[src/rtl/clock_set_ctrl_pkg.sv]
// Shared definitions for the clock set controller: state encoding, key bit indices,
// field limits and a helper that identifies the edit states.
package clock_set_ctrl_pkg;

   typedef enum logic [2:0] {
      ST_RUN      = 3'd0,
      ST_SET_HOUR = 3'd1,
      ST_SET_MIN  = 3'd2,
      ST_SET_SEC  = 3'd3,
      ST_COMMIT   = 3'd4
   } state_t;

   localparam int KEY_MODE = 0;
   localparam int KEY_INC  = 1;
   localparam int KEY_DEC  = 2;
   localparam int KEY_EXIT = 3;

   localparam logic [4:0] HOUR_MAX   = 5'd23;
   localparam logic [5:0] MINSEC_MAX = 6'd59;

   function automatic logic is_edit(input state_t s);
      return (s == ST_SET_HOUR) || (s == ST_SET_MIN) || (s == ST_SET_SEC);
   endfunction

endpackage

[src/rtl/clock_set_ctrl_wrap_step.sv]
// wrap_step: one up/down step of a time field that wraps between 0 and max_val.
// Simultaneous inc and dec leave the value unchanged.
module wrap_step #(
   parameter int DATA_W = 6
) (
   input  logic [DATA_W-1:0] value,
   input  logic [DATA_W-1:0] max_val,
   input  logic              inc,
   input  logic              dec,
   output logic [DATA_W-1:0] nxt
);

   always_comb begin
      nxt = value;
      if (inc && !dec)
         nxt = (value == max_val) ? '0 : value + DATA_W'(1);
      else if (dec && !inc)
         nxt = (value == '0) ? max_val : value - DATA_W'(1);
   end

endmodule

[src/rtl/clock_set_ctrl.sv]
// clock_set_ctrl: key-driven hour/minute/second edit controller with blink and load strobe.
// Optional inactivity timeout is enabled with `define CLOCK_SET_TIMEOUT_EN.
module clock_set_ctrl
   import clock_set_ctrl_pkg::*;
#(
   parameter int TIMEOUT_S = 10,
   parameter int BLINK_DIV = 1
) (
   input  logic       clk,
   input  logic       rst,
   input  logic [3:0] key_n,
   input  logic       tick_1hz,
   input  logic [4:0] cur_hour,
   input  logic [5:0] cur_min,
   input  logic [5:0] cur_sec,
   output logic [4:0] set_hour,
   output logic [5:0] set_min,
   output logic [5:0] set_sec,
   output logic       load,
   output logic [1:0] edit_field,
   output logic       blink
);

   state_t     state, state_nxt;
   logic       ev_exit, ev_mode, ev_inc, ev_dec, ev_step, timeout;
   logic [4:0] hour_nxt;
   logic [5:0] min_nxt, sec_nxt;
   logic [3:0] blink_cnt;

   if (TIMEOUT_S < 1 || TIMEOUT_S > 63) begin : g_bad_timeout
      $error("TIMEOUT_S must be in 1..63");
   end
   if (BLINK_DIV < 1 || BLINK_DIV > 15) begin : g_bad_blink
      $error("BLINK_DIV must be in 1..15");
   end

   // Key decode: EXIT > MODE > INC > DEC, INC+DEC together cancel
   assign ev_exit = !key_n[KEY_EXIT];
   assign ev_mode = !ev_exit && !key_n[KEY_MODE];
   assign ev_inc  = !ev_exit && !ev_mode && !key_n[KEY_INC] &&  key_n[KEY_DEC];
   assign ev_dec  = !ev_exit && !ev_mode &&  key_n[KEY_INC] && !key_n[KEY_DEC];
   assign ev_step = (ev_inc || ev_dec) && is_edit(state);

`ifdef CLOCK_SET_TIMEOUT_EN
   logic [5:0] tmo_cnt;
   logic       key_any;

   // Any key activity wins over an expiring timeout in the same cycle
   assign key_any = (key_n != 4'hF);
   assign timeout = tick_1hz && !key_any && (tmo_cnt == 6'(TIMEOUT_S - 1));

   always_ff @(posedge clk) begin
      if (rst || !is_edit(state) || key_any)
         tmo_cnt <= '0;
      else if (tick_1hz)
         tmo_cnt <= tmo_cnt + 6'd1;
   end
`else
   assign timeout = 1'b0;
`endif

   always_comb begin
      state_nxt = state;
      case (state)
         ST_RUN:      if (ev_mode) state_nxt = ST_SET_HOUR;
         ST_SET_HOUR: if (ev_exit) state_nxt = ST_COMMIT;
                      else if (ev_mode) state_nxt = ST_SET_MIN;
                      else if (timeout) state_nxt = ST_RUN;
         ST_SET_MIN:  if (ev_exit) state_nxt = ST_COMMIT;
                      else if (ev_mode) state_nxt = ST_SET_SEC;
                      else if (timeout) state_nxt = ST_RUN;
         ST_SET_SEC:  if (ev_exit || ev_mode) state_nxt = ST_COMMIT;
                      else if (timeout) state_nxt = ST_RUN;
         ST_COMMIT:   state_nxt = ST_RUN;
         default:     state_nxt = ST_RUN;
      endcase
   end

   wrap_step #(.DATA_W(5)) u_hour (
      .value(set_hour), .max_val(HOUR_MAX),
      .inc(ev_inc && state == ST_SET_HOUR), .dec(ev_dec && state == ST_SET_HOUR),
      .nxt(hour_nxt)
   );
   wrap_step #(.DATA_W(6)) u_min (
      .value(set_min), .max_val(MINSEC_MAX),
      .inc(ev_inc && state == ST_SET_MIN), .dec(ev_dec && state == ST_SET_MIN),
      .nxt(min_nxt)
   );
   wrap_step #(.DATA_W(6)) u_sec (
      .value(set_sec), .max_val(MINSEC_MAX),
      .inc(ev_inc && state == ST_SET_SEC), .dec(ev_dec && state == ST_SET_SEC),
      .nxt(sec_nxt)
   );

   always_ff @(posedge clk) begin
      if (rst) begin
         state     <= ST_RUN;
         set_hour  <= '0;
         set_min   <= '0;
         set_sec   <= '0;
         blink     <= 1'b0;
         blink_cnt <= '0;
      end else begin
         state <= state_nxt;
         if (state == ST_RUN && ev_mode) begin
            set_hour <= cur_hour;
            set_min  <= cur_min;
            set_sec  <= cur_sec;
         end else begin
            set_hour <= hour_nxt;
            set_min  <= min_nxt;
            set_sec  <= sec_nxt;
         end
         // Blink follows the state being entered; a step shows the field solid
         if (!is_edit(state_nxt) || ev_step) begin
            blink     <= 1'b0;
            blink_cnt <= '0;
         end else if (tick_1hz) begin
            if (blink_cnt == 4'(BLINK_DIV - 1)) begin
               blink     <= ~blink;
               blink_cnt <= '0;
            end else begin
               blink_cnt <= blink_cnt + 4'd1;
            end
         end
      end
   end

   always_comb begin
      load       = (state == ST_COMMIT);
      edit_field = 2'd0;
      case (state)
         ST_SET_HOUR: edit_field = 2'd1;
         ST_SET_MIN:  edit_field = 2'd2;
         ST_SET_SEC:  edit_field = 2'd3;
         default:     edit_field = 2'd0;
      endcase
   end

endmodule

[config.mk]
export PLATFORM = sky130hd
export DESIGN_NAME = clock_set_ctrl
export DESIGN_NICKNAME = d
export VERILOG_FILES = /design/src/rtl/clock_set_ctrl_pkg.sv /design/src/rtl/clock_set_ctrl_wrap_step.sv /design/src/rtl/clock_set_ctrl.sv
export SDC_FILE = /design/constraint.sdc
export NUM_CORES = 1
export LEC_CHECK = 0
export BUFFER_PORTS_ARGS = -buffer_cell sky130_fd_sc_hd__buf_2
export CORE_UTILIZATION = 49
export CTS_BUF_LIST = sky130_fd_sc_hd__clkbuf_4 sky130_fd_sc_hd__clkbuf_8 sky130_fd_sc_hd__clkbuf_16
export DETAILED_ROUTE_END_ITERATION = 10
export GPL_TIMING_DRIVEN = 1
export PLACE_DENSITY_LB_ADDON = 0.3
export SYNTH_ARGS = -nofsm -noshare
export SYNTH_HDL_FRONTEND = slang
export SYNTH_SLANG_ARGS = --single-unit
[constraint.sdc]
create_clock -name clk -period 1.6 [get_ports clk]
set_input_delay 0 -clock clk [delete_from_list [all_inputs] [get_ports clk]]
set_output_delay 0 -clock clk [all_outputs]
set_load 0.01 [all_outputs]
== Word-level counts from Yosys, hierarchy flattened ==
Cells that the tools add are included.

* Register bits after elaboration: 25
* Output and inout bits: 21
* Word-level logic and storage cells: 97

* $add $sub $neg: 7
* Eq/ne operators: 10
* Mux-type cells: 24
* Bitwise operators: 1
* Reductions and logical operators: 49

{| class="wikitable"
|+ Operators with widths
! operator !! count
|-
| two-way mux 6 bit || 10
|-
| two-way mux 5 bit || 5
|-
| logical AND 1 bit || 20
|-
| two-way mux 3 bit || 6
|-
| adder 6 x 1 -> 6 bit (second input constant) || 2
|-
| equality test 3 x 2 -> 1 bit (second input constant) || 4
|-
| equality test 6 bit (second input constant) || 2
|-
| zero test 1 bit || 12
|-
| zero test 6 bit || 2
|-
| one-hot mux 3 bit (4 select lines) || 1
|-
| subtractor 6 x 1 -> 6 bit (second input constant) || 2
|-
| nonzero test 3 bit || 3
|-
| logical OR 1 bit || 7
|-
| equality test 3 x 1 -> 1 bit (second input constant) || 2
|-
| one-hot mux 2 bit (3 select lines) || 1
|-
| adder 5 x 1 -> 5 bit (second input constant) || 1
|-
| equality test 5 bit (second input constant) || 1
|-
| zero test 5 bit || 1
|-
| subtractor 5 x 1 -> 5 bit (second input constant) || 1
|-
| adder 4 x 1 -> 4 bit (second input constant) || 1
|-
| zero test 4 bit || 1
|-
| two-way mux 4 bit || 1
|-
| equality test 3 bit (second input constant) || 1
|-
| zero test 3 bit || 1
|-
| other kinds (3) || 3
|}

== Depth between registers and ports, before layout ==
Gate-level depths: netlist of the first run.

* Depth after elaboration: 12
* Gate-level depth with buffers: 7
* Depth with buffers taken out: 7

== Hierarchy ==
A second synthesis of the first run with hierarchy kept.

* Cells, all modules: 342
* Area total of the unflattened synthesis: 2616.3 µm²

{| class="wikitable"
|+ By module, submodules not included
! module !! instances !! cells each !! area each (µm²) !! sequential area each (µm²)
|-
| clock_set_ctrl || 1 || 138 || 1178.6 || 500.5
|-
| wrap_step at u_min ... || 2 || 72 || 518.0 || 0.0
|-
| wrap_step at u_hour || 1 || 60 || 401.6 || 0.0
|}

== Worst setup path before layout of the first run ==
No wires, ideal clock.

* Path type: register -> register
* Start point: register set_min[0]
* End point: register set_min[4]
* Library setup time: 130 ps
* Arrival: 1466 ps
* Data required time: 1470 ps
* Slack: 4 ps
* Stages on the path, launching flop included: 8
* Path buffers: 0
* Period minus slack after synthesis: 1596 ps
* Cell sequence: dfxtp_1 inv_1 ha_1 nor2b_1 o21ai_0 nand2b_1 a221oi_1 nor3_1

* Longest elaborated chain between the ends: 5

{| class="wikitable"
|+ RTL lines
! element !! RTL line !! text
|-
| start: declaration || clock_set_ctrl.sv:17 || <nowiki>output logic [5:0] set_min,</nowiki>
|-
| start signal: assignment || clock_set_ctrl.sv:107 || <nowiki>set_min <= cur_min;</nowiki>
|-
| start signal: assignment || clock_set_ctrl.sv:111 || <nowiki>set_min <= min_nxt;</nowiki>
|-
| subtractor 6 x 1 -> 6 bit or zero test 6 bit (tied branches) || clock_set_ctrl_wrap_step.sv:18 || <nowiki>nxt = (value == '0) ? max_val : value - DATA_W'(1);</nowiki>
|-
| two-way mux 6 bit || clock_set_ctrl_wrap_step.sv:18 ||
|-
| two-way mux 6 bit || clock_set_ctrl_wrap_step.sv:17 || <nowiki>else if (dec && !inc)</nowiki>
|-
| two-way mux 6 bit * || clock_set_ctrl_wrap_step.sv:15 || <nowiki>if (inc && !dec)</nowiki>
|-
| two-way mux 6 bit * || clock_set_ctrl.sv:105 || <nowiki>if (state == ST_RUN && ev_mode) begin</nowiki>
|}

Mark *: on every way between the ends. The rest lies on a longest branch, timed or not. The select of a mux whose other input is x is not followed.
A chain may end at the register's enable or synchronous reset.

== Worst setup path in the final report of the first run ==
* Start point: register set_sec[1]
* End point: register set_sec[0]

* Longest elaborated chain between the ends: 5

{| class="wikitable"
|+ RTL lines
! element !! RTL line !! text
|-
| start: declaration || clock_set_ctrl.sv:18 || <nowiki>output logic [5:0] set_sec,</nowiki>
|-
| start signal: assignment || clock_set_ctrl.sv:108 || <nowiki>set_sec <= cur_sec;</nowiki>
|-
| start signal: assignment || clock_set_ctrl.sv:112 || <nowiki>set_sec <= sec_nxt;</nowiki>
|-
| zero test 6 bit || clock_set_ctrl_wrap_step.sv:18 ||
|-
| two-way mux 6 bit || clock_set_ctrl_wrap_step.sv:18 ||
|-
| two-way mux 6 bit || clock_set_ctrl_wrap_step.sv:17 ||
|-
| two-way mux 6 bit * || clock_set_ctrl_wrap_step.sv:15 ||
|-
| two-way mux 6 bit * || clock_set_ctrl.sv:105 ||
|}

Marked as above.

==> qor.json, run 1 <==
{
  "status": {"value": "finished, violations left"},
  "failed_checks": {"value": "hold timing"},
  "power_per_cell_area": {"value": 623, "unit": "nW/um^2"},
  "cts_inserted_buffers": {"value": 3},
  "tritoncts_clock_tree": {"value": "yes"},
  "power.ir.vdd_worst": {"value": 0.595, "unit": "mV"},
  "cpPeakStageDelay": {"value": 490, "unit": "ps"},
  "fmax": {"value": 631, "unit": "MHz"},
  "rsz0062_at_grt": {"value": "true"},
  "crit_arrival": {"value": 1790, "unit": "ps"},
  "multiInputGateArea": {"value": 1440, "unit": "um^2"},
  "asyncSetResetFlopFracSynth": {"value": 0, "unit": "%"},
  "p_leak": {"value": 1.14, "unit": "nW"},
  "timing.final.hold_violations": {"value": 1},
  "cts_htree_levels": {"value": 1},
  "drt-initial-drc-count": {"value": 164},
  "timing.critical_path.slowest_stage_cell": {"value": "or4b_4"},
  "ios": {"value": 45},
  "timing.critical_path.fanout_max": {"value": 4},
  "class_of_the_tightest_hold_or_removal_check": {"value": "input port to flip-flop"},
  "ant_nets": {"value": 0},
  "coreArea": {"value": 3800, "unit": "um^2"},
  "layout.area.seq": {"value": 515, "unit": "um^2"},
  "gpl_wtd_cong": {"value": 0.995},
  "timing.final.ws_setup": {"value": 15.0, "unit": "ps"},
  "cap_viol_max_count": {"value": 0},
  "area.growth.synth_to_final": {"value": 31.2, "unit": "%"},
  "netlist_instances": {"value": 270},
  "synth_nets": {"value": 304},
  "relative_slew_slack": {"value": 55.6, "unit": "%"},
  "io_buffer_count": {"value": 44},
  "place_ws": {"value": -14.9, "unit": "ps"},
  "std_cell_rows": {"value": 22},
  "overflow": {"value": 0},
  "nNetsFinal": {"value": 374},
  "ctsRootBufferMaster": {"value": "clkbuf_8"},
  "drc": {"value": 0},
  "detail_route.wirelength": {"value": 5340, "unit": "um"},
  "first_pass_grt_wire_length": {"value": 8470, "unit": "um"},
  "final_clock_period_utilization_by_the_worst_path": {"value": 99.1, "unit": "%"},
  "first_global_vias": {"value": 1958},
  "route.detailed.vias_per_inst": {"value": 5.80},
  "grt_antenna_before_repair": {"value": 0},
  "synth_top_flop_cell": {"value": "dfxtp_1"},
  "die-height": {"value": 66.2, "unit": "um"},
  "clkSlewWorstSetupHoldPaths": {"value": 100, "unit": "ps"},
  "fin_skew": {"value": 1.56, "unit": "ps"},
  "worst-endpoint-required": {"value": 1810, "unit": "ps"},
  "fillers": {"value": 314},
  "synth.cell_area": {"value": 2020, "unit": "um^2"},
  "synth.most_common_cell": {"value": "nor2_1"},
  "worst-setup-path-type": {"value": "flip-flop to flip-flop"},
  "design.die.area": {"value": 4380, "unit": "um^2"},
  "synthDominantCellAreaShare": {"value": 24.8, "unit": "%"},
  "synth_largest_area_cell": {"value": "dfxtp_1"},
  "worst_margin_slew": {"value": 661, "unit": "ps"},
  "startpoint_type": {"value": "flip-flop"},
  "cts_setup_buffers": {"value": 0},
  "route.detailed.wl_per_inst": {"value": 13.8, "unit": "um"},
  "drive_gt1_share": {"value": 33.9, "unit": "%"},
  "chipWidth": {"value": 66.2, "unit": "um"},
  "synth-edff-count": {"value": 0},
  "dp_hpwl": {"value": 3730, "unit": "um"},
  "stdcell_area": {"value": 2650, "unit": "um^2"},
  "period_needed": {"value": 1590, "unit": "ps"},
  "synth.distinct_cells": {"value": 54},
  "drt-pass1-iter-count": {"value": 4},
  "final_core_util": {"value": 69.8, "unit": "%"},
  "ff2ff_setup_slack": {"value": 10, "unit": "ps"},
  "gr-usage-all-layers": {"value": 24.6, "unit": "%"},
  "timing.hold.ws": {"value": -6.77, "unit": "ps"},
  "seq_area_frac_synth": {"value": 24.8, "unit": "%"},
  "max-clock-path-buffers": {"value": 2},
  "initial_utilization": {"value": 53.2, "unit": "%"},
  "place_area": {"value": 2460, "unit": "um^2"},
  "antennaDiodeCount": {"value": 0},
  "syn_area_per_cell": {"value": 7.48, "unit": "um^2"},
  "worst_setup_path_end_kind": {"value": "flip-flop"},
  "slew_violations": {"value": 0},
  "ys_top_cells_by_count": {"value": "nor2_1, dfxtp_1, nand2_1"},
  "synthesis.yosys.warnings": {"value": 0},
  "detailroute.via_count": {"value": 2243},
  "ys_seq_elements": {"value": 25},
  "clk-insertion-delay-late": {"value": 270, "unit": "ps"},
  "grt_start_max_net_pins": {"value": 20},
  "crit_path_cells": {"value": "inv_2, ha_4, or4b_4, nor2_4, a21o_1, o2111ai_1, o21ai_1"},
  "setup_viol": {"value": 0},
  "post_synth_main_area_contributors": {"value": "dfxtp_1, ha_1, nor2_1, nand3_1, nor3_1"},
  "tritoncts_num_sinks": {"value": 25}
}
cell usage in the layout (no fill, tap or decap), types with 4 or more instances in the layout:
cell	count
a211oi_1	7
a21oi_1	17
buf_2	44
buf_4	33
dfxtp_1	15
dfxtp_2	9
dlygate4sd3_1	7
ha_1	8
inv_1	7
nand2_1	22
nand3_1	18
nor2_1	31
nor2b_1	6
nor3_1	18
o21ai_0	6
o22ai_1	5
xnor2_1	10
xor2_1	4
power by group:
group	switching [mW]	internal, mW	leakage, nW	total, mW
Clock	0.220	0.177	0.0217	0.397
Combinational	0.274	0.271	0.907	0.546
Sequential	0.0521	0.656	0.209	0.708
Total	0.546	1.10	1.14	1.65
final timing paths:
| check | to | depth (start not counted) | from |
|---|---|---|---|
| max | set_sec[0] | 7 | set_sec[1] |
| max reg2reg | set_sec[0] | 7 | set_sec[1] |
| min | set_sec[1] | 3 | cur_sec[1] |
| min reg2reg | blink | 2 | blink |
logic make-up (layout without fill, tap and decap cells):
family                     count (synthesis)  count (layout)  share of synthesized area, %
adders and majority gates                 10              10                          6.19
buffers and inverters                     29              98                          7.24
and+or+nand+nor                          125             125                          32.1
muxes                                      2               2                         0.991
xor gates and xnor gates                  15              15                          6.87
DFF                                       25              25                          24.8
AOI/OAI and AO/OA                         64              64                          21.8
critical path: cells and delay by family, from the launching register on:
kind	cells	cell delay (ps)
adders and majority gates	1	130
AOI/OAI and AO/OA	3	330
and+or+nand+nor	2	630
buffers and inverters	1	80
DFF	1	350
timing repair:
action	in CTS	in global routing
endpoints found under the setup margin	5	12
hold buffers	7	0
hold endpoints to repair	8	0
resized for setup	5	22
pin swaps	0	2
state kept, by name, indices dropped and copies added (netlist names):
name	count
set_min	6
set_sec	6
set_hour	5
blink_cnt	4
state	3
blink	1
final cells by class:
class                   count  share of cell area (%)
clock inverters             1                   0.283
flip-flops and latches     25                    19.4
inverters                   9                    1.27
well taps                  48                    2.27
repair buffers             85                    21.0
multi-input cells         216                    54.1
clock buffers               3                    1.56
metal layers:
metal	up-vias	wire [um]	global-route usage, %	share of wire [%]
li1	1113	-	-	-
met1	1021	2290	29.2	43
met2	100	2620	45.4	49
met3	9	360	3.62	6.7
met4	0	66	6.38	1.2
met5	-	0	0	0
through the flow:
step / power, mW / instances / TNS, ps
after floorplan: 1.03 / 270 / 0
after global placement: 1.19 / 376 / 0
after detailed placement: 1.20 / 376 / -15.0
after CTS: 1.62 / 387 / 0
after global routing: 1.75 / 387 / -89.6
final: 1.65 / 387 / 0
No activity file was read; power rests on OpenSTA's default activity.
==> run 2, diff against run 1 <==
RECOVER_POWER = 25   (was not set)
==> qor.json, run 2 (synthesized netlist as in run 1, its figures left out) <==
{
  "route.detailed.vias_per_inst": {"value": 5.75, "change": "was 5.80"},
  "p_leak": {"value": 1.13, "unit": "nW", "change": "was 1.14 nW"},
  "gpl_wtd_cong": {"value": 0.995, "change": "unchanged"},
  "finalSetupTns": {"value": 0, "unit": "ps", "change": "unchanged"},
  "timing.final.ws_setup": {"value": 15.0, "unit": "ps", "change": "about the same"},
  "ios": {"value": 45, "change": "unchanged"},
  "clk-insertion-delay-late": {"value": 270, "unit": "ps", "change": "about the same"},
  "slew_violations": {"value": 0, "change": "unchanged"},
  "grt_antenna_before_repair": {"value": 0, "change": "unchanged"},
  "area.growth.synth_to_final": {"value": 31.1, "unit": "%", "change": "was 31.2%"},
  "relative_slew_slack": {"value": 55.6, "unit": "%", "change": "about the same"},
  "startpoint_type": {"value": "flip-flop", "change": "unchanged"},
  "period_needed": {"value": 1580, "unit": "ps", "change": "was 1590 ps"},
  "worst_setup_path_end_kind": {"value": "flip-flop", "change": "unchanged"},
  "die-height": {"value": 66.2, "unit": "um", "change": "unchanged"},
  "detailroute.via_count": {"value": 2227, "change": "was 2243"},
  "registers_with_the_highest_flip_flop_counts": {"value": "set_min: 6 flops, set_sec: 6 flops, set_hour: 5 flops", "change": "unchanged"},
  "design.die.area": {"value": 4380, "unit": "um^2", "change": "unchanged"},
  "io_buffer_count": {"value": 44, "change": "unchanged"},
  "dp_hpwl": {"value": 3730, "unit": "um", "change": "unchanged"},
  "ant_nets": {"value": 0, "change": "unchanged"},
  "detail_route.wirelength": {"value": 5370, "unit": "um", "change": "was 5340 um"},
  "route.detailed.wl_per_inst": {"value": 13.9, "unit": "um", "change": "was 13.8 um"},
  "worst-setup-path-type": {"value": "flip-flop to flip-flop", "change": "unchanged"},
  "worst-endpoint-required": {"value": 1810, "unit": "ps", "change": "about the same"},
  "worst_margin_slew": {"value": 661, "unit": "ps", "change": "about the same"},
  "stdcell_area": {"value": 2650, "unit": "um^2", "change": "about the same"},
  "max-clock-path-buffers": {"value": 2, "change": "unchanged"},
  "tritoncts_num_sinks": {"value": 25, "change": "unchanged"},
  "overflow": {"value": 0, "change": "unchanged"},
  "status": {"value": "finished, violations left", "change": "unchanged"},
  "final_clock_period_utilization_by_the_worst_path": {"value": 99.1, "unit": "%", "change": "about the same"},
  "crit_arrival": {"value": 1790, "unit": "ps", "change": "about the same"},
  "ctsRootBufferMaster": {"value": "clkbuf_8", "change": "unchanged"},
  "first_global_vias": {"value": 1958, "change": "unchanged"},
  "grt_start_max_net_pins": {"value": 20, "change": "unchanged"},
  "final_cell_mix": {"value": "buf_2, buf_4, nor2_1", "change": "unchanged"},
  "drt-initial-drc-count": {"value": 164, "change": "unchanged"},
  "chipWidth": {"value": 66.2, "unit": "um", "change": "unchanged"},
  "failed_checks": {"value": "hold timing", "change": "unchanged"},
  "timing.final.hold_violations": {"value": 1, "change": "unchanged"},
  "class_of_the_tightest_hold_or_removal_check": {"value": "input port to flip-flop", "change": "unchanged"},
  "std_cell_rows": {"value": 22, "change": "unchanged"},
  "fmax": {"value": 631, "unit": "MHz", "change": "about the same"},
  "min_path_cells": {"value": 3, "change": "unchanged"},
  "power.ir.vdd_worst": {"value": 0.594, "unit": "mV", "change": "was 0.595 mV"},
  "setup_viol": {"value": 0, "change": "unchanged"},
  "initial_utilization": {"value": 53.2, "unit": "%", "change": "unchanged"},
  "drc": {"value": 0, "change": "unchanged"},
  "tritoncts_clock_tree": {"value": "yes", "change": "unchanged"},
  "power_per_cell_area": {"value": 623, "unit": "nW/um^2", "change": "about the same"},
  "cts_setup_buffers": {"value": 0, "change": "unchanged"},
  "drive_gt1_share": {"value": 33.3, "unit": "%", "change": "was 33.9%"},
  "cap_viol_max_count": {"value": 0, "change": "unchanged"},
  "fin_skew": {"value": 1.28, "unit": "ps", "change": "was 1.56 ps"},
  "cts_htree_levels": {"value": 1, "change": "unchanged"},
  "timing.critical_path.fanout_max": {"value": 4, "change": "unchanged"},
  "coreArea": {"value": 3800, "unit": "um^2", "change": "unchanged"},
  "place_ws": {"value": -14.9, "unit": "ps", "change": "unchanged"},
  "first_pass_grt_wire_length": {"value": 8470, "unit": "um", "change": "unchanged"},
  "drt-pass1-iter-count": {"value": 4, "change": "unchanged"},
  "timing.hold.ws": {"value": -6.52, "unit": "ps", "change": "was -6.77 ps"},
  "rsz0062_at_grt": {"value": "true", "change": "unchanged"},
  "antennaDiodeCount": {"value": 0, "change": "unchanged"},
  "final_core_util": {"value": 69.7, "unit": "%", "change": "was 69.8%"},
  "mostFrequentLayoutCell": {"value": "buf_2", "change": "unchanged"},
  "nNetsFinal": {"value": 374, "change": "unchanged"},
  "place_area": {"value": 2460, "unit": "um^2", "change": "unchanged"},
  "clkSlewWorstSetupHoldPaths": {"value": 100, "unit": "ps", "change": "about the same"},
  "worst_r2r_path_depth": {"value": 7, "change": "unchanged"},
  "gr-usage-all-layers": {"value": 24.6, "unit": "%", "change": "unchanged"},
  "cts_inserted_buffers": {"value": 3, "change": "unchanged"}
}
-- run 2: worst paths after layout --
path               from    endpoint  slack (ps)
min          cur_sec[1]  set_sec[1]          -7
max          set_sec[1]  set_sec[0]          20
max reg2reg  set_sec[1]  set_sec[0]          20
min reg2reg       blink       blink         520
-- run 2: per-stage QoR --
stage | cells | power, mW
after floorplan | 270 | 1.03
after global placement | 376 | 1.19
after detailed placement | 376 | 1.20
after CTS | 387 | 1.62
after global routing | 387 | 1.75
final | 387 | 1.65
-- run 2: power breakdown --
part	switching [mW]	leakage (nW)	internal, mW
registers	0.0523	0.208	0.656
clock network	0.220	0.0217	0.177
logic	0.275	0.903	0.271
total	0.547	1.13	1.10
-- run 2: routing by layer --
layer	routed length, um	GRT usage (%)	vias to the layer above
li1	-	-	1110
met1	2310	29.2	1012
met2	2610	45.4	96
met3	378	3.62	9
met4	66	6.38	0
met5	0	0	-
-- run 2: repair_timing --
item | CTS | global route
setup endpoints to repair | 5 | 12
gates resized for setup | 5 | 22
hold endpoints to repair | 8 | 0
hold buffers | 7 | 0
pin swaps | 0 | 2
-- run 2: critical path, stage by stage (launching register included) --
cell       delay [ps]
dfxtp_2           350
inv_2              80
ha_4              130
or4b_4            490
nor2_4            140
a21o_1            120
o2111ai_1         120
o21ai_1            90
-- run 2: cell type report --
class	count	area [um^2]
clock buffer	3	41.3
clock inverter	1	7.51
fill	315	1150
inverter	9	33.8
multi-input combinational	216	1440
sequential	25	514
tap	48	60.1
timing repair buffer	85	557
==> run 3, diff against run 2 <==
CORE_UTILIZATION = 55   (was 49)
clock period = 1.8 ns   (was 1.6 ns; I/O delays follow)
==> qor.json, run 3 (synthesized netlist as in run 1, its figures left out) <==
{
  "switching_component_of_the_power": {"value": 448, "unit": "uW", "change": "was 547 uW"},
  "p_leak": {"value": 1.01, "unit": "nW", "change": "was 1.13 nW"},
  "grt_start_max_net_pins": {"value": 23, "change": "was 20"},
  "timing.critical_path.slowest_stage_cell": {"value": "dfxtp_2", "change": "was or4b_4"},
  "clkPwrFrac": {"value": 21.0, "unit": "%", "change": "was 24.0%"},
  "startpoint_type": {"value": "flip-flop", "change": "unchanged"},
  "worst_setup_path_end_kind": {"value": "flip-flop", "change": "unchanged"},
  "comb_power_share": {"value": 31.9, "unit": "%", "change": "was 33.1%"},
  "design.die.area": {"value": 3920, "unit": "um^2", "change": "was 4380 um^2"},
  "cts_inserted_buffers": {"value": 3, "change": "unchanged"},
  "route.detailed.vias_per_inst": {"value": 5.76, "change": "was 5.75"},
  "fin_skew": {"value": 4.34, "unit": "ps", "change": "was 1.28 ps"},
  "p_seq_share": {"value": 47.2, "unit": "%", "change": "was 42.9%"},
  "route.detailed.wl_per_inst": {"value": 13.9, "unit": "um", "change": "about the same"},
  "fmax": {"value": 592, "unit": "MHz", "change": "was 631 MHz"},
  "critPathBufInv": {"value": 0, "change": "was 1"},
  "ios": {"value": 45, "change": "unchanged"},
  "power.ir.vdd_worst": {"value": 0.333, "unit": "mV", "change": "was 0.594 mV"},
  "rsz0062_at_grt": {"value": "false", "change": "was true"},
  "coreArea": {"value": 3420, "unit": "um^2", "change": "was 3800 um^2"},
  "ctsRootBufferMaster": {"value": "clkbuf_4", "change": "was clkbuf_8"},
  "cap_viol_max_count": {"value": 0, "change": "unchanged"},
  "dp_hpwl": {"value": 3600, "unit": "um", "change": "was 3730 um"},
  "period_needed": {"value": 1690, "unit": "ps", "change": "was 1580 ps"},
  "worst-setup-path-type": {"value": "flip-flop to flip-flop", "change": "unchanged"},
  "antennaDiodeCount": {"value": 0, "change": "unchanged"},
  "nNetsFinal": {"value": 364, "change": "was 374"},
  "failed_checks": {"value": "DRC", "change": "was hold timing"},
  "crit_arrival": {"value": 1910, "unit": "ps", "change": "was 1790 ps"},
  "clkSlewWorstSetupHoldPaths": {"value": 150, "unit": "ps", "change": "was 100 ps"},
  "detailroute.via_count": {"value": 2161, "change": "was 2227"},
  "drt-initial-drc-count": {"value": 253, "change": "was 164"},
  "timing.final.hold_violations": {"value": 0, "change": "was 1"},
  "drive_gt1_share": {"value": 22.2, "unit": "%", "change": "was 33.3%"},
  "ant_nets": {"value": 0, "change": "unchanged"},
  "std_cell_rows": {"value": 21, "change": "was 22"},
  "initial_utilization": {"value": 59.2, "unit": "%", "change": "was 53.2%"},
  "mostFrequentLayoutCell": {"value": "buf_2", "change": "unchanged"},
  "overflow": {"value": 0, "change": "unchanged"},
  "area.growth.synth_to_final": {"value": 22.8, "unit": "%", "change": "was 31.1%"},
  "first_global_vias": {"value": 1999, "change": "was 1958"},
  "path_delay_family": {"value": "simple AND/OR/NAND/NOR gates", "change": "unchanged"},
  "status": {"value": "finished, violations left", "change": "unchanged"},
  "chipWidth": {"value": 62.6, "unit": "um", "change": "was 66.2 um"},
  "die-height": {"value": 62.6, "unit": "um", "change": "was 66.2 um"},
  "timing.hold.ws": {"value": 5.01, "unit": "ps", "change": "was -6.52 ps"},
  "setup_viol": {"value": 0, "change": "unchanged"},
  "fillers": {"value": 294, "change": "was 315"},
  "detail_route.wirelength": {"value": 5210, "unit": "um", "change": "was 5370 um"},
  "first_pass_grt_wire_length": {"value": 8790, "unit": "um", "change": "was 8470 um"},
  "gr-usage-all-layers": {"value": 27.1, "unit": "%", "change": "was 24.6%"},
  "drc": {"value": 1, "change": "was 0"},
  "final_clock_period_utilization_by_the_worst_path": {"value": 93.9, "unit": "%", "change": "was 99.1%"},
  "tritoncts_num_sinks": {"value": 25, "change": "unchanged"},
  "slew_violations": {"value": 0, "change": "unchanged"},
  "worst_margin_slew": {"value": 466, "unit": "ps", "change": "was 661 ps"},
  "worst-endpoint-required": {"value": 2020, "unit": "ps", "change": "was 1810 ps"},
  "final_cell_mix": {"value": "buf_2, nor2_1, dfxtp_1", "change": "was buf_2, buf_4, nor2_1"},
  "path_common_cell": {"value": "nand2_1"},
  "power_per_cell_area": {"value": 539, "unit": "nW/um^2", "change": "was 623 nW/um^2"},
  "p_total": {"value": 1.34, "unit": "mW", "change": "was 1.65 mW"},
  "clk-insertion-delay-late": {"value": 320, "unit": "ps", "change": "was 270 ps"},
  "max-clock-path-buffers": {"value": 2, "change": "unchanged"},
  "power_switching_share": {"value": 33.5, "unit": "%", "change": "was 33.2%"},
  "finalSetupTns": {"value": 0, "unit": "ps", "change": "unchanged"},
  "relative_slew_slack": {"value": 68.9, "unit": "%", "change": "was 55.6%"},
  "r2r-start": {"value": "set_sec[1]", "change": "unchanged"},
  "internal_power": {"value": 890, "unit": "uW", "change": "was 1.10 mW"},
  "cpPeakStageDelay": {"value": 410, "unit": "ps", "change": "was 490 ps"},
  "final_core_util": {"value": 72.7, "unit": "%", "change": "was 69.7%"},
  "drt-pass1-iter-count": {"value": 8, "change": "was 4"},
  "class_of_the_tightest_hold_or_removal_check": {"value": "input port to flip-flop", "change": "unchanged"},
  "cts_htree_levels": {"value": 1, "change": "unchanged"},
  "registers_with_the_highest_flip_flop_counts": {"value": "set_min: 6 flops, set_sec: 6 flops, set_hour: 5 flops", "change": "unchanged"},
  "io_buffer_count": {"value": 44, "change": "unchanged"},
  "grt_antenna_before_repair": {"value": 0, "change": "unchanged"},
  "place_area": {"value": 2310, "unit": "um^2", "change": "was 2460 um^2"},
  "crit_path_cells": {"value": "ha_1, nand2_1, or3_1, nand2_1, o211ai_1, nor3b_1", "change": "was inv_2, ha_4, or4b_4, nor2_4, a21o_1, o2111ai_1, o21ai_1"},
  "tritoncts_clock_tree": {"value": "yes", "change": "unchanged"},
  "setup.worst_path.start": {"value": "set_sec[1]", "change": "unchanged"},
  "min_from": {"value": "tick_1hz", "change": "was cur_sec[1]"},
  "stdcell_area": {"value": 2480, "unit": "um^2", "change": "was 2650 um^2"},
  "timing.critical_path.fanout_max": {"value": 7, "change": "was 4"},
  "gpl_wtd_cong": {"value": 0.852, "change": "was 0.995"}
}
-- run 3: power groups by stage --
stage	combinational, mW	clock (mW)	sequential [mW]
2_1_floorplan	0.281	0	0.631
3_3_place_gp	0.390	0	0.640
3_5_place_dp	0.396	0	0.641
4_1_cts	0.422	0.281	0.629
5_1_grt	0.473	0.306	0.637
6_report	0.426	0.280	0.631
-- run 3: path summary, 6_finish.rpt --
path / endpoint / slack, ps / cells past startpoint
setup / recovery: set_sec[5] / 110 / 6
hold / removal: blink_cnt[1] / 5 / 3
hold reg to reg: blink / 540 / 2
setup reg to reg: set_sec[5] / 110 / 6
-- run 3: layer usage --
layer	up-vias	global-route usage, %	routed length (um)
met5	-	0	0
met4	0	6.69	39
met3	4	3.83	295
met2	86	49.9	2630
met1	983	32.7	2250
li1	1088	-	-
-- run 3: through the flow --
step,setup slack [ps],cells
floorplan,204,270
global placement,188,356
detailed placement,132,356
CTS,87.6,375
global route,17.4,375
finish,111,375
-- run 3: layout make-up --
cell class,count,area [um^2],share of cell area [%]
clock buffer,4,30.0,1.21
inverter,9,33.8,1.36
multi-input combinational,216,1380,55.6
sequential,25,503,20.3
tap,46,57.6,2.32
timing repair buffer,75,477,19.2
-- run 3: timing repair --
| item | 4_1_cts | 5_1_grt |
|---|---|---|
| gates resized for setup | 0 | 4 |
| endpoints found under the setup margin | 0 | 5 |
| endpoints found under the hold margin | 15 | 0 |
| buffers inserted | 0 | 0 |
| hold buffers | 15 | 0 |
-- run 3: worst min-delay path: stages --
cell and delay [ps]:
buf_2 130, mux2i_1 80, nor2_1 80
